## src/rtl/alu_muldiv_iter_pkg.sv

```systemverilog
// Shared definitions for the iterative multiply/divide unit.
//   - state_e    : FSM state encoding
//   - OpMul/OpDiv: encodings of the C_MulDivOp input
//   - WidthDefault: default operand width
package alu_muldiv_iter_pkg;

  localparam int unsigned WidthDefault = 16;

  typedef enum logic [1:0] {
    StIdle = 2'd0,
    StCalc = 2'd1,
    StFix  = 2'd2,
    StDone = 2'd3
  } state_e;

  localparam logic OpMul = 1'b0;
  localparam logic OpDiv = 1'b1;

endpackage

```

## src/rtl/alu_muldiv_iter_cond_negate.sv

```systemverilog
// Conditional two's-complement negate, used for operand magnitude extraction and
// for applying the result sign after the unsigned iteration.
//   data_i : value in
//   neg_i  : 1 = output is -data_i, 0 = pass through
//   data_o : result
module cond_negate #(
  parameter int unsigned Width = 16
) (
  input  logic [Width-1:0] data_i,
  input  logic             neg_i,
  output logic [Width-1:0] data_o
);

  assign data_o = neg_i ? (~data_i + 1'b1) : data_i;

endmodule

```

## src/rtl/alu_muldiv_iter.sv

```systemverilog
// Iterative shift-add multiplier / restoring divider, WIDTH iterations per operation.
//   clk, reset      : clock, asynchronous active-high reset
//   ALU_1_IN/2_IN   : operand A (multiplicand/dividend), operand B (multiplier/divisor)
//   C_MulDivStart   : start request, accepted in IDLE or DONE only
//   C_MulDivOp      : 0 multiply, 1 divide
//   C_MulDivSigned  : 1 two's-complement operands
//   D_Hi / D_Lo     : MUL product high/low; DIV remainder/quotient
//   C_MulDivBusy    : high in CALC and FIX
//   C_MulDivDone    : one-cycle pulse in DONE
//   C_DivZero       : divide by zero seen, held until the next accepted start
module alu_muldiv_iter
  import alu_muldiv_iter_pkg::*;
#(
  parameter int unsigned WIDTH = WidthDefault
) (
  input  logic             clk,
  input  logic             reset,
  input  logic [WIDTH-1:0] ALU_1_IN,
  input  logic [WIDTH-1:0] ALU_2_IN,
  input  logic             C_MulDivStart,
  input  logic             C_MulDivOp,
  input  logic             C_MulDivSigned,
  output logic [WIDTH-1:0] D_Hi,
  output logic [WIDTH-1:0] D_Lo,
  output logic             C_MulDivBusy,
  output logic             C_MulDivDone,
  output logic             C_DivZero
);

  localparam int unsigned CntW = (WIDTH > 1) ? $clog2(WIDTH) : 1;
  localparam logic [CntW-1:0] CntLast = CntW'(WIDTH - 1);

  state_e               state_q, state_d;
  logic                 op_q, op_d;
  logic                 res_sign_q, res_sign_d;  // product / quotient sign
  logic                 rem_sign_q, rem_sign_d;  // remainder takes the dividend sign
  logic [WIDTH-1:0]     opd_q, opd_d;            // multiplicand or divisor magnitude
  logic [2*WIDTH-1:0]   acc_q, acc_d;            // MUL {hi,multiplier}; DIV {rem,quo}
  logic [CntW-1:0]      cnt_q, cnt_d;
  logic [WIDTH-1:0]     hi_q, hi_d, lo_q, lo_d;
  logic                 busy_q, busy_d, done_q, done_d, dz_q, dz_d;

  logic [WIDTH-1:0]     a_mag, b_mag, quo_fix, rem_fix;
  logic [2*WIDTH-1:0]   prod_fix;

  cond_negate #(.Width(WIDTH)) u_neg_a (
    .data_i(ALU_1_IN), .neg_i(C_MulDivSigned & ALU_1_IN[WIDTH-1]), .data_o(a_mag)
  );
  cond_negate #(.Width(WIDTH)) u_neg_b (
    .data_i(ALU_2_IN), .neg_i(C_MulDivSigned & ALU_2_IN[WIDTH-1]), .data_o(b_mag)
  );
  cond_negate #(.Width(2*WIDTH)) u_neg_prod (
    .data_i(acc_q), .neg_i(res_sign_q), .data_o(prod_fix)
  );
  cond_negate #(.Width(WIDTH)) u_neg_quo (
    .data_i(acc_q[WIDTH-1:0]), .neg_i(res_sign_q), .data_o(quo_fix)
  );
  cond_negate #(.Width(WIDTH)) u_neg_rem (
    .data_i(acc_q[2*WIDTH-1:WIDTH]), .neg_i(rem_sign_q), .data_o(rem_fix)
  );

  // One shift-add multiply step: conditional add into the upper half, then shift right
  // with the carry entering from the top.
  logic [WIDTH:0]     mul_sum;
  logic [2*WIDTH-1:0] mul_next;
  always_comb begin
    mul_sum  = {1'b0, acc_q[2*WIDTH-1:WIDTH]} + (acc_q[0] ? {1'b0, opd_q} : '0);
    mul_next = {mul_sum, acc_q[WIDTH-1:1]};
  end

  // One restoring-divide step. The shifted remainder needs WIDTH+1 bits since it can
  // reach 2*divisor-1.
  logic [2*WIDTH:0]   div_sh;
  logic [WIDTH:0]     rem_sh, rem_sub;
  logic [2*WIDTH-1:0] div_next;
  always_comb begin
    div_sh  = {acc_q, 1'b0};
    rem_sh  = div_sh[2*WIDTH:WIDTH];
    rem_sub = rem_sh - {1'b0, opd_q};
    if (rem_sh >= {1'b0, opd_q}) begin
      div_next = {rem_sub[WIDTH-1:0], div_sh[WIDTH-1:1], 1'b1};
    end else begin
      div_next = {rem_sh[WIDTH-1:0], div_sh[WIDTH-1:0]};
    end
  end

  always_comb begin
    state_d    = state_q;
    op_d       = op_q;
    res_sign_d = res_sign_q;
    rem_sign_d = rem_sign_q;
    opd_d      = opd_q;
    acc_d      = acc_q;
    cnt_d      = cnt_q;
    hi_d       = hi_q;
    lo_d       = lo_q;
    dz_d       = dz_q;
    case (state_q)
      StIdle, StDone: begin
        if (C_MulDivStart) begin
          op_d       = C_MulDivOp;
          res_sign_d = C_MulDivSigned & (ALU_1_IN[WIDTH-1] ^ ALU_2_IN[WIDTH-1]);
          rem_sign_d = C_MulDivSigned & ALU_1_IN[WIDTH-1];
          opd_d      = (C_MulDivOp == OpMul) ? a_mag : b_mag;
          acc_d      = {{WIDTH{1'b0}}, ((C_MulDivOp == OpMul) ? b_mag : a_mag)};
          cnt_d      = '0;
          dz_d       = 1'b0;
          if (C_MulDivOp == OpDiv && ALU_2_IN == '0) begin
            hi_d    = ALU_1_IN;
            lo_d    = '1;
            dz_d    = 1'b1;
            state_d = StDone;
          end else begin
            state_d = StCalc;
          end
        end else begin
          state_d = StIdle;
        end
      end
      StCalc: begin
        acc_d = (op_q == OpDiv) ? div_next : mul_next;
        cnt_d = cnt_q + 1'b1;
        if (cnt_q == CntLast) state_d = StFix;
      end
      StFix: begin
        if (op_q == OpMul) begin
          {hi_d, lo_d} = prod_fix;
        end else begin
          hi_d = rem_fix;
          lo_d = quo_fix;
        end
        state_d = StDone;
      end
      default: state_d = StIdle;
    endcase
    busy_d = (state_d == StCalc) || (state_d == StFix);
    done_d = (state_d == StDone);
  end

  always_ff @(posedge clk or posedge reset) begin
    if (reset) begin
      state_q    <= StIdle;
      op_q       <= 1'b0;
      res_sign_q <= 1'b0;
      rem_sign_q <= 1'b0;
      opd_q      <= '0;
      acc_q      <= '0;
      cnt_q      <= '0;
      hi_q       <= '0;
      lo_q       <= '0;
      busy_q     <= 1'b0;
      done_q     <= 1'b0;
      dz_q       <= 1'b0;
    end else begin
      state_q    <= state_d;
      op_q       <= op_d;
      res_sign_q <= res_sign_d;
      rem_sign_q <= rem_sign_d;
      opd_q      <= opd_d;
      acc_q      <= acc_d;
      cnt_q      <= cnt_d;
      hi_q       <= hi_d;
      lo_q       <= lo_d;
      busy_q     <= busy_d;
      done_q     <= done_d;
      dz_q       <= dz_d;
    end
  end

  assign D_Hi         = hi_q;
  assign D_Lo         = lo_q;
  assign C_MulDivBusy = busy_q;
  assign C_MulDivDone = done_q;
  assign C_DivZero    = dz_q;

endmodule

```

## config.mk

```make
export PLATFORM = sky130hd
export DESIGN_NAME = alu_muldiv_iter
export DESIGN_NICKNAME = d
export VERILOG_FILES = /design/src/rtl/alu_muldiv_iter_pkg.sv /design/src/rtl/alu_muldiv_iter_cond_negate.sv /design/src/rtl/alu_muldiv_iter.sv
export SDC_FILE = /design/constraint.sdc
export NUM_CORES = 1
export LEC_CHECK = 0
export ABC_CLOCK_PERIOD_IN_PS = 9400
export CAP_MARGIN = 20
export CORE_MARGIN = 5
export CORE_UTILIZATION = 63
export DETAILED_ROUTE_END_ITERATION = 6
export HOLD_SLACK_MARGIN = 0.15
export PLACE_DENSITY_LB_ADDON = 0.2
export RECOVER_POWER = 25
export SYNTH_ARGS = -nofsm -noshare
export SYNTH_HDL_FRONTEND = slang
export SYNTH_SLANG_ARGS = --single-unit
```

## constraint.sdc

```tcl
create_clock -name clk -period 9.4 [get_ports clk]
set_input_delay 1.88 -clock clk [delete_from_list [all_inputs] [get_ports clk]]
set_output_delay 1.88 -clock clk [all_outputs]
set_load 0.005 [all_outputs]
```

==> metrics.md <==
| Metric | Value |
|---|---|
| CP Buf/Inv Count | `3` |
| Pint | `1.03 mW` |
| Seq/Total Area, Yosys | `30.8%` |
| Die height | `119 um` |
| Avg Cell Area, Syn | `8.11 sq um` |
| Final Util | `74.2%` |
| GP Congestion | `between 0.9 and 1` |
| #FFs+latches synth | `92` |
| Worst hold path class | `register to register` |
| Worst vdd ir | `0.126 mV` |
| Leak Pwr | `3.64 nW` |
| Post-route ant nets | `0` |
| First-pass GRT wire length | `~34000 um` |
| Signal arrival time at the worst endpoint | `5.10 ns` |
| YS warnings | `0` |
| Dpl cells | `1095` |
| Post-synth ARST share | `100%` |
| Chip width | `119 um` |
| Layout cell share with drive strength beyond 1 | `6.40%` |
| Largest net degree at the start of global routing | `79` |
| Crit-path max FO | `38` |
| RSZ-0062 raised after global routing | `false` |
| Max Slew Vio Count | `0` |
| Number of vias per cell | `6.45` |
| Slowest stage delay, CP | `0.51 ns` |
| Initial core utilization | `between 60 and 70%` |
| Pwr/cell area | `approximately 210 nW/um^2` |
| Fmax | `just over 200 MHz` |
| TritonCTS Buffers | `9` |
| Post-synth top flop | `dfrtp_1` |
| Row cnt | `39` |
| DIE AREA | `14100 sq um` |
| Skew-Pair Late Insertion Delay | `approximately 0.35 ns` |
| # DRC | `0` |
| Mapped cell area | `7470 sq um` |
| Cells along the critical path | `clkdlybuf4s50_1 -> inv_1 -> ha_1 -> or4b_1 -> or4_1 -> nor2_1 -> nand3_1 -> o21ai_2 -> buf_4 -> nand2_2 -> o21ai_0` |
| Post-synth EDFFs | `0` |
| Yosys cell types | `71` |
| Total power | `between 1.5 and 2 mW` |
| CTS tree | `built` |
| Switching Share | `43.0%` |
| Largest delay contributor family on the critical path | `simple AND/OR/NAND/NOR gates` |
| Core ar. | `between 10000 and 15000 sq um` |
| Reg clk slew, reported paths | `approximately 0.07 ns` |
| Max-cap violations | `0` |
| WHS | `~0.48 ns` |
| Final worst slack | `~4.6 ns` |
| Relative slew slack | `46.1%` |
| Max stage delay cell, worst path | `or4b_1` |
| Initial antenna violation count | `0` |
| Vias in the first global route | `~6400` |
| # Post-CTS Setup Buffers | `0` |
| Final min period | `4.85 ns` |
| Fin area | `8540 sq um` |
| Switching Power | `0.779 mW` |
| Pre-antenna DRT Iters | `5` |
| Status | `finished, final reports clean` |
| Synth top cells by count | `99 x nor2_1, 93 x nand2_1, 92 x dfrtp_1` |
| DR WL/cell | `slightly below 20 um` |
| Post-Layout Cell Count | `about 1100` |
| Grt total ovfl | `0` |
| Tcrit/Tclk final | `51.6%` |
| Post-Syn Nets | `1001` |
| Vias | `7176` |
| Final TNS setup | `0 ns` |
| Clock power frac | `19.7%` |
| Worst path required time | `9.65 ns` |
| Fillers | `877` |
| Area leader, netlist | `dfrtp_1` |
| DP Worst Slack | `4.28 ns` |
| Ports | `a little over 70` |
| Post-cts resize count | `0` |
| Port Buffer Count | `71` |
| Crit path kind | `input port to register` |
| Post-DP HPWL | `16000 um` |
| Max clock buf depth | `2` |
| Layout area overhead | `14.2%` |
| Cts hold-fix bufs | `0` |
| Most frequent cell after synthesis | `nor2_1` |
| Power share of the combinational group | `48.9%` |
| # diodes | `0` |
| Sequential share of power | `31.4%` |
| GRT Total Usage | `30.0%` |
| Final Hold Violating Endpoints | `0` |
| Synth top area share | `30.8%` |
| Worst Clk Skew | `between 0.008 and 0.009 ns` |
| Fin nets | `approximately 1000` |
| DR iter-0 viols | `787` |
| Synth Instances | `slightly above 900` |
| Synth top area cells | `dfrtp_1 31%, ha_1 6.7%, o21ai_0 6.1%` |
| Setup crit end kind | `register` |
| # setup viols final | `0` |
| Placed cell area | `about 8000 sq um` |
| Clk sinks | `92` |
| Root Driver | `clkbuf_16` |
| Worst Tran Pin Value | `0.809 ns` |
| H-tree Lvls | `3` |
| Startpoint type of the worst setup path | `input port` |
| Final wirelength | `21600 um` |
[cell usage in the layout (no fill, tap or decap), types with 4 or more instances in the layout]
master	netlist	final
nor2_1	99	99
nand2_1	93	93
dfrtp_1	92	92
o21ai_0	91	91
a21oi_1	90	90
clkdlybuf4s50_1	0	69
xnor2_1	45	45
ha_1	40	40
xor2_1	36	36
inv_1	35	34
mux2_2	20	20
mux2i_1	15	15
a31oi_1	16	15
a211oi_1	14	14
and3_1	12	12
a21o_1	12	12
o31ai_1	12	12
o211ai_1	11	11
nor3_1	11	11
nand3_1	10	10
clkbuf_16	0	9
o21a_1	8	8
or3_1	8	8
o22a_1	8	8
nand2b_1	7	7
and2_1	7	7
nor2b_1	7	7
buf_4	2	7
a211o_1	5	5
nor4_1	4	4
or4_1	4	4
o22ai_1	4	4
[layout make-up]
class,instances,area [sq um],area share [%]
timing repair buffer,81,822,9.63
clock buffer,11,253,2.96
sequential,92,2300,27.0
clock inverter,4,32.5,0.381
tap,143,179,2.10
inverter,37,140,1.64
multi-input combinational,744,4810,56.3
[kinds of logic (layout without fill, tap and decap cells)]
group                    Yosys count  after routing  share of synthesized area, %
XOR/XNOR                          81             81                          9.49
flip-flops                        92             92                          30.8
AO/OA/AOI/OAI                    298            298                          24.5
buffers and inverters             86            133                          4.92
AND/OR/NAND/NOR                  288            288                          18.1
adder cells (fa/ha/maj)           42             42                          7.23
multiplexers                      35             35                          5.02
[power groups by stage]
stage,clock network [mW],registers [mW],logic [mW]
floorplan,0,0.521,0.693
global placement,0,0.567,0.839
detailed placement,0,0.570,0.858
CTS,0.362,0.563,0.867
global route,0.377,0.578,0.976
finish,0.357,0.568,0.884
[layer usage]
layer	wire length (um)	share of wire [%]	global-route usage, %	vias to the layer above
met4	624	2.9	11.4	0
met5	0	0	0	-
met3	2030	9.4	5.21	59
li1	-	-	-	3368
met2	9570	44	44.4	392
met1	9420	44	44.1	3357
[final timing paths]
path                        startpoint         to  slack (ns)  depth (start not counted)
max                        ALU_2_IN[0]   D_Hi[12]        4.55                         11
min                          opd_q[11]  opd_q[11]        0.48                          1
max reg2reg                   acc_q[0]  acc_q[31]        5.76                         11
min reg2reg                  opd_q[11]  opd_q[11]        0.48                          1
max in group asynchronous        reset  opd_q[14]        6.23                          4
min in group asynchronous        reset  acc_q[20]        2.07                          2
[registers in the layout (all words and copies together), names as in the netlist]
register and count:
rem_sign_q 1, C_MulDivBusy 1, acc_q 32, op_q 1, C_MulDivDone 1, C_DivZero 1, res_sign_q 1, state_q 2
opd_q 16, cnt_q 4, D_Lo 16, D_Hi 16
Note: power is estimated with default switching activity, not from simulation.
==> RTL edit 1: new RTL, config.mk and constraints unchanged <==
Add an input register stage for `ALU_1_IN`, `ALU_2_IN`, `C_MulDivStart`, `C_MulDivOp` and `C_MulDivSigned`; this delays them by one clock.
--- a/src/rtl/alu_muldiv_iter.sv
+++ b/src/rtl/alu_muldiv_iter.sv
@@ -30,6 +30,20 @@
   localparam int unsigned CntW = (WIDTH > 1) ? $clog2(WIDTH) : 1;
   localparam logic [CntW-1:0] CntLast = CntW'(WIDTH - 1);
 
+  logic [WIDTH-1:0] ALU_1_IN_q;
+  logic [WIDTH-1:0] ALU_2_IN_q;
+  logic C_MulDivStart_q;
+  logic C_MulDivOp_q;
+  logic C_MulDivSigned_q;
+
+  always_ff @(posedge clk) begin
+    ALU_1_IN_q       <= ALU_1_IN;
+    ALU_2_IN_q       <= ALU_2_IN;
+    C_MulDivStart_q  <= C_MulDivStart;
+    C_MulDivOp_q     <= C_MulDivOp;
+    C_MulDivSigned_q <= C_MulDivSigned;
+  end
+
   state_e               state_q, state_d;
   logic                 op_q, op_d;
   logic                 res_sign_q, res_sign_d;  // product / quotient sign
@@ -44,10 +58,10 @@
   logic [2*WIDTH-1:0]   prod_fix;
 
   cond_negate #(.Width(WIDTH)) u_neg_a (
-    .data_i(ALU_1_IN), .neg_i(C_MulDivSigned & ALU_1_IN[WIDTH-1]), .data_o(a_mag)
+    .data_i(ALU_1_IN_q), .neg_i(C_MulDivSigned_q & ALU_1_IN_q[WIDTH-1]), .data_o(a_mag)
   );
   cond_negate #(.Width(WIDTH)) u_neg_b (
-    .data_i(ALU_2_IN), .neg_i(C_MulDivSigned & ALU_2_IN[WIDTH-1]), .data_o(b_mag)
+    .data_i(ALU_2_IN_q), .neg_i(C_MulDivSigned_q & ALU_2_IN_q[WIDTH-1]), .data_o(b_mag)
   );
   cond_negate #(.Width(2*WIDTH)) u_neg_prod (
     .data_i(acc_q), .neg_i(res_sign_q), .data_o(prod_fix)
@@ -97,16 +111,16 @@
     dz_d       = dz_q;
     case (state_q)
       StIdle, StDone: begin
-        if (C_MulDivStart) begin
-          op_d       = C_MulDivOp;
-          res_sign_d = C_MulDivSigned & (ALU_1_IN[WIDTH-1] ^ ALU_2_IN[WIDTH-1]);
-          rem_sign_d = C_MulDivSigned & ALU_1_IN[WIDTH-1];
-          opd_d      = (C_MulDivOp == OpMul) ? a_mag : b_mag;
-          acc_d      = {{WIDTH{1'b0}}, ((C_MulDivOp == OpMul) ? b_mag : a_mag)};
+        if (C_MulDivStart_q) begin
+          op_d       = C_MulDivOp_q;
+          res_sign_d = C_MulDivSigned_q & (ALU_1_IN_q[WIDTH-1] ^ ALU_2_IN_q[WIDTH-1]);
+          rem_sign_d = C_MulDivSigned_q & ALU_1_IN_q[WIDTH-1];
+          opd_d      = (C_MulDivOp_q == OpMul) ? a_mag : b_mag;
+          acc_d      = {{WIDTH{1'b0}}, ((C_MulDivOp_q == OpMul) ? b_mag : a_mag)};
           cnt_d      = '0;
           dz_d       = 1'b0;
-          if (C_MulDivOp == OpDiv && ALU_2_IN == '0) begin
-            hi_d    = ALU_1_IN;
+          if (C_MulDivOp_q == OpDiv && ALU_2_IN_q == '0) begin
+            hi_d    = ALU_1_IN_q;
             lo_d    = '1;
             dz_d    = 1'b1;
             state_d = StDone;
Function: changed (a bounded check fails within 4 cycles, from zero or initial values and one cycle with reset high).
==> RTL edit 1 against the original RTL <==
Non-clock buffer count is 3 lower. Synthesized area rose by 8.9%. Sequential cell count grew 35. The flow now finishes with violations (max-capacitance violations, max-slew violations). Global-route usage is 0.14 points higher. Clock skew grew 1.3 ps. Count of clock-buffer cells in the layout up 6. Design area rose by 11%. Routed wire length rose by 3.2%. Register-to-register slack worse by 190 ps. Worst setup slack improved by 1000 ps. Combinational power rose by 89%. Power up 78%.
==> RTL edit 1: results (changes against the original RTL) <==
Global routing
  • Largest net degree at the start of global routing: 66 (was 79)
  • M3 GR Usage: 6.54% (was 5.21%)
  • Total global-route track usage: 30.2% (was 30.0%)
  • Met2 Track Usage GR: 47.8% (was 44.4%)
  • First-pass GRT wire length: 35.4 mm (was 34.1 mm)
  • Met1 GRT Util: 40.2% (was 44.1%)

Placement
  • DP HPWL: 16.1 mm (was 16.0 mm)
  • Dpl cells: 1143 (was 1095)
  • Routability Congestion: 0.936 (was 0.975)

Worst setup path
  • Crit path max fanout: 40 (was 38)
  • Critical Path AT: 4170 ps (was 5100 ps)
  • Critical path's top delay family: buffers and inverters (was simple AND/OR/NAND/NOR gates)
  • Reg2Reg Setup Slack: 5570 ps (was 5760 ps)
  • Critical-path top delay cell: clkbuf_1 (was or4b_1)

Outcome
  • Status: finished, violations left (was complete, no violations)
  • Failing checks: max-capacitance violations, max-slew violations

Logic synthesis
  • XOR/XNOR share of the synthesized area: 8.39% (was 9.49%)
  • Synth area leaders: dfrtp_1, dfxtp_1, ha_1 (was dfrtp_1, ha_1, o21ai_0)
  • Async set or reset register ratio after synthesis: 72.4% (was 100%)
  • Adder-Cell Fraction of Synth Area: 6.64% (was 7.23%)
  • Seq/Total Area, Yosys: 36.9% (was 30.8%)
  • Syn Inst Count: 942 (was 922)
  • Multiplexer share of the synthesized area: 5.95% (was 5.02%)
  • Compound-Gate Fraction of Synth Area: 21.1% (was 24.5%)

Clock tree
  • H-tree depth: 4 (was 3)
  • Clock latency on the worst-skew pair: 430 ps (was 350 ps)
  • Total CTS buffers: 17 (was 9)

Layout
  • Fraction of layout cells with a size suffix above 1: 6.48% (was 6.40%)

Route
  • DR WL/cell: 19.0 µm (was 19.5 µm)
  • Initial DRT Pass Iterations: 6 (was 5)
  • M1 WL: 9.29 mm (was 9.42 mm)
  • DR vias: 7436 (was 7176)
  • Metal2 WL: 10.3 mm (was 9.57 mm)
  • Highest Signal Layer: met4 (unchanged)
  • DR WL met3: 2.11 mm (was 2.03 mm)

Power and ir drop
  • Worst vdd ir: 152 µV (was 126 µV)
  • Pint: 0.00179 W (was 0.00103 W)

Run
  • Number of max-cap violations: 1 (was 0)

STA
  • Worst Max-Slew Pin Slew: 1700 ps (was 809 ps)
  • Worst hold margin: 483 ps (was 482 ps)
  • Slew Viols, Final: 41 (was 0)
  • Worst Clk Skew: 9.61 ps (was 8.32 ps)
-- RTL edit 1: cells by family (layout without fill, tap and decap cells) --
kind of cell | count (synthesis) | in the layout
simple gates | 283 | 283
compound gates | 273 | 273
flops | 127 | 127
buf+inv | 92 | 153
xor+xnor | 78 | 78
mux | 47 | 47
fa+ha+maj | 42 | 42
-- RTL edit 1: area by class of cell --
| cell class | count | area (µm²) |
|---|---|---|
| clock buffer | 17 | 425 |
| clock inverter | 15 | 181 |
| fill | 929 | 3110 |
| inverter | 43 | 163 |
| multi-input combinational | 723 | 4760 |
| sequential | 127 | 3000 |
| tap | 172 | 215 |
| timing repair buffer | 78 | 759 |
-- RTL edit 1: power groups by stage --
| stage | Combinational [W] | Sequential (W) | Clock [W] |
|---|---|---|---|
| after floorplan | 0.00134 | 0.000775 | 0 |
| after global placement | 0.00160 | 0.000855 | 0 |
| after detailed placement | 0.00163 | 0.000861 | 0 |
| after CTS | 0.00165 | 0.000852 | 0.000683 |
| after global routing | 0.00184 | 0.000877 | 0.000709 |
| final | 0.00167 | 0.000862 | 0.000683 |
-- RTL edit 1: final timing paths --
path,start,endpoint,cells after the start
worst max-delay path,state_q[0],acc_q[30],9
worst min-delay path,opd_q[10],opd_q[10],1
worst max register to register,state_q[0],acc_q[30],9
worst min register to register,opd_q[10],opd_q[10],1
max in group asynchronous,reset,rem_sign_q,3
min in group asynchronous,reset,D_Lo[8],2
-- RTL edit 1: through the flow --
step                util (%)  total power (W)  setup WS (ps)
floorplan                  -          0.00211           5130
global placement        70.6          0.00246           5910
detailed placement      70.6          0.00249           5900
CTS                     75.4          0.00318           6170
global route            75.4          0.00343           5320
finish                  75.4          0.00322           5570
==> RTL edit 2: new RTL, config.mk and constraints unchanged <==
Made on the original files. `WidthDefault`: 16 -> 8.
--- a/src/rtl/alu_muldiv_iter_pkg.sv
+++ b/src/rtl/alu_muldiv_iter_pkg.sv
@@ -4,7 +4,7 @@
 //   - WidthDefault: default operand width
 package alu_muldiv_iter_pkg;
 
-  localparam int unsigned WidthDefault = 16;
+  localparam int unsigned WidthDefault = 8;
 
   typedef enum logic [1:0] {
     StIdle = 2'd0,
Interface: changed (resized ALU_1_IN, ALU_2_IN, D_Hi and D_Lo); port bits go from 72 to 40. The function was not compared with the original's and may differ.
==> RTL edit 2 against the original RTL <==
The flow now finishes with violations (max-capacitance violations, max-slew violations). Highest routed layer unchanged. Largest cell class unchanged. Power is 21% lower. Synthesized area is 48% lower. Worst setup slack better by 250 ps. Clock skew is 2.5 ps higher. Routed wire length is 53% lower. Sequential cell count is 41 lower. Design area is 49% lower. Critical path type is now input pin to async pin. Largest power group unchanged.
==> RTL edit 2: results (changes against the original RTL) <==
Outcome
  • Status: finished, violations left (was complete, no violations)
  • Failing checks: max-capacitance violations, max-slew violations

Layout
  • NumNets Final: 528 (was 1044)
  • FILL cells: 466 (was 877)
  • Fraction of layout cells with a size suffix above 1: 6.03% (was 6.40%)
  • Reg with most FFs: acc_q (unchanged)

Route
  • Initial drt markers: 288 (was 787)
  • DR WL/cell: 18.4 µm (was 19.5 µm)
  • DR WL met3: 787 µm (was 2.03 mm)
  • M1 WL: 4.33 mm (was 9.42 mm)
  • DR vias: 3532 (was 7176)

Placement
  • DP HPWL: 7.71 mm (was 16.0 mm)
  • Dpl ws: 5300 ps (was 4280 ps)
  • Routability Congestion: 0.926 (was 0.975)
  • Number of port buffers: 39 (was 71)

Logic synthesis
  • Seq/Total Area, Yosys: 32.6% (was 30.8%)
  • Compound-Gate Fraction of Synth Area: 23.1% (was 24.5%)
  • XOR/XNOR share of the synthesized area: 7.37% (was 9.49%)
  • Most common library cells after synthesis: dfrtp_1, nand2_1, nor2_1 (was nor2_1, nand2_1, dfrtp_1)
  • Synth area leaders: dfrtp_1, ha_1, xnor2_1 (was dfrtp_1, ha_1, o21ai_0)
  • Cell variety after synth: 65 (was 71)
  • Adder-Cell Fraction of Synth Area: 9.00% (was 7.23%)
  • Multiplexer share of the synthesized area: 6.26% (was 5.02%)

Clock tree
  • H-tree depth: 2 (was 3)
  • Clock Tree Root: clkbuf_8 (was clkbuf_16)
  • Total CTS buffers: 5 (was 9)
  • Clock slew at the register clock pins of the worst setup and hold paths: 100 ps (was 70 ps)
  • Clock latency on the worst-skew pair: 330 ps (was 350 ps)

Worst setup path
  • Crit path max fanout: 51 (was 38)
  • Reg2Reg Setup Slack: 6720 ps (was 5760 ps)
  • Critical Path AT: 4450 ps (was 5100 ps)
  • Worst r2r path cells: 9 (was 11)

Min path
  • Hold path startpoint: opd_q[2] (was opd_q[11])

Global routing
  • Largest net degree at the start of global routing: 52 (was 79)

Run
  • Number of max-cap violations: 1 (was 0)

STA
  • Slew Viols, Final: 52 (was 0)
  • Worst Max-Slew Pin Slew: 2770 ps (was 809 ps)
  • Worst Clk Skew: 10.8 ps (was 8.32 ps)

Power and ir drop
  • Worst vdd ir: 229 µV (was 126 µV)
## RTL edit 2: cell count changes after synthesis, sizes merged, moves of 21 or more
cell,change
nor2,-60
clkbuf,-21
a21oi,-57
xor2,-26
dfrtp,-41
nand2,-42
o21ai,-60
xnor2,-22
## RTL edit 2: report_power, final
| group | internal (W) | leakage, nW | switching [W] | total [W] |
|---|---|---|---|---|
| Clock | 0.0000538 | 0.0418 | 0.0000837 | 0.000137 |
| Sequential | 0.000303 | 0.635 | 0.000125 | 0.000428 |
| Combinational | 0.000394 | 1.22 | 0.000468 | 0.000862 |
## RTL edit 2: cell type report
type                            instances  area share, %
Multi-Input combinational cell        351           55.1
Sequential cell                        51           29.1
Timing Repair Buffer                   40           8.99
Inverter                               31           2.65
Tap cell                               75           2.14
Clock buffer                            6           1.65
Clock inverter                          2          0.371
## RTL edit 2: metal layers
layer	vias up	GRT usage [%]
li1	1676	-
met1	1666	36.1
met2	161	46.5
met3	29	2.98
met4	0	10.0
met5	-	0
## RTL edit 2: cells by family (layout without fill, tap and decap cells)
group | Yosys count | count (layout)
buffers and inverters | 53 | 79
muxes | 23 | 23
adders and majority gates | 27 | 27
xor gates and xnor gates | 33 | 33
and+or+nand+nor | 132 | 132
AOI/OAI and AO/OA | 136 | 136
DFF | 51 | 51
## RTL edit 2: how the worst max path moves through the flow
stage	depth (start not counted)	slack (ps)	end	startpoint
after global placement	5	5380	D_Lo[5]	C_MulDivOp
after global routing	3	4190	acc_q[14]	reset
after detailed placement	5	5300	D_Lo[5]	C_MulDivOp
final	3	4800	opd_q[0]	reset
after floorplan	7	5990	C_MulDivBusy	ALU_2_IN[3]
after CTS	5	5630	D_Lo[5]	C_MulDivOp
## RTL edit 2: critical path, cell delays in order
cell           delay [ps]
dlygate4sd3_1         540
clkinv_1               40
clkbuf_1             1950
## RTL edit 2: per-stage QoR
stage               power [W]  hold WS (ps)  instances  utilization, %  instance area [µm²]
CTS                   0.00141           479        556            73.3                 4390
finish                0.00143           481        556            73.2                 4390
global route          0.00153           499        556            73.2                 4390
detailed placement    0.00127           457        548            71.8                 4300
global placement      0.00124           455        548            71.8                 4300
floorplan             0.00104           439        455               -                 3920
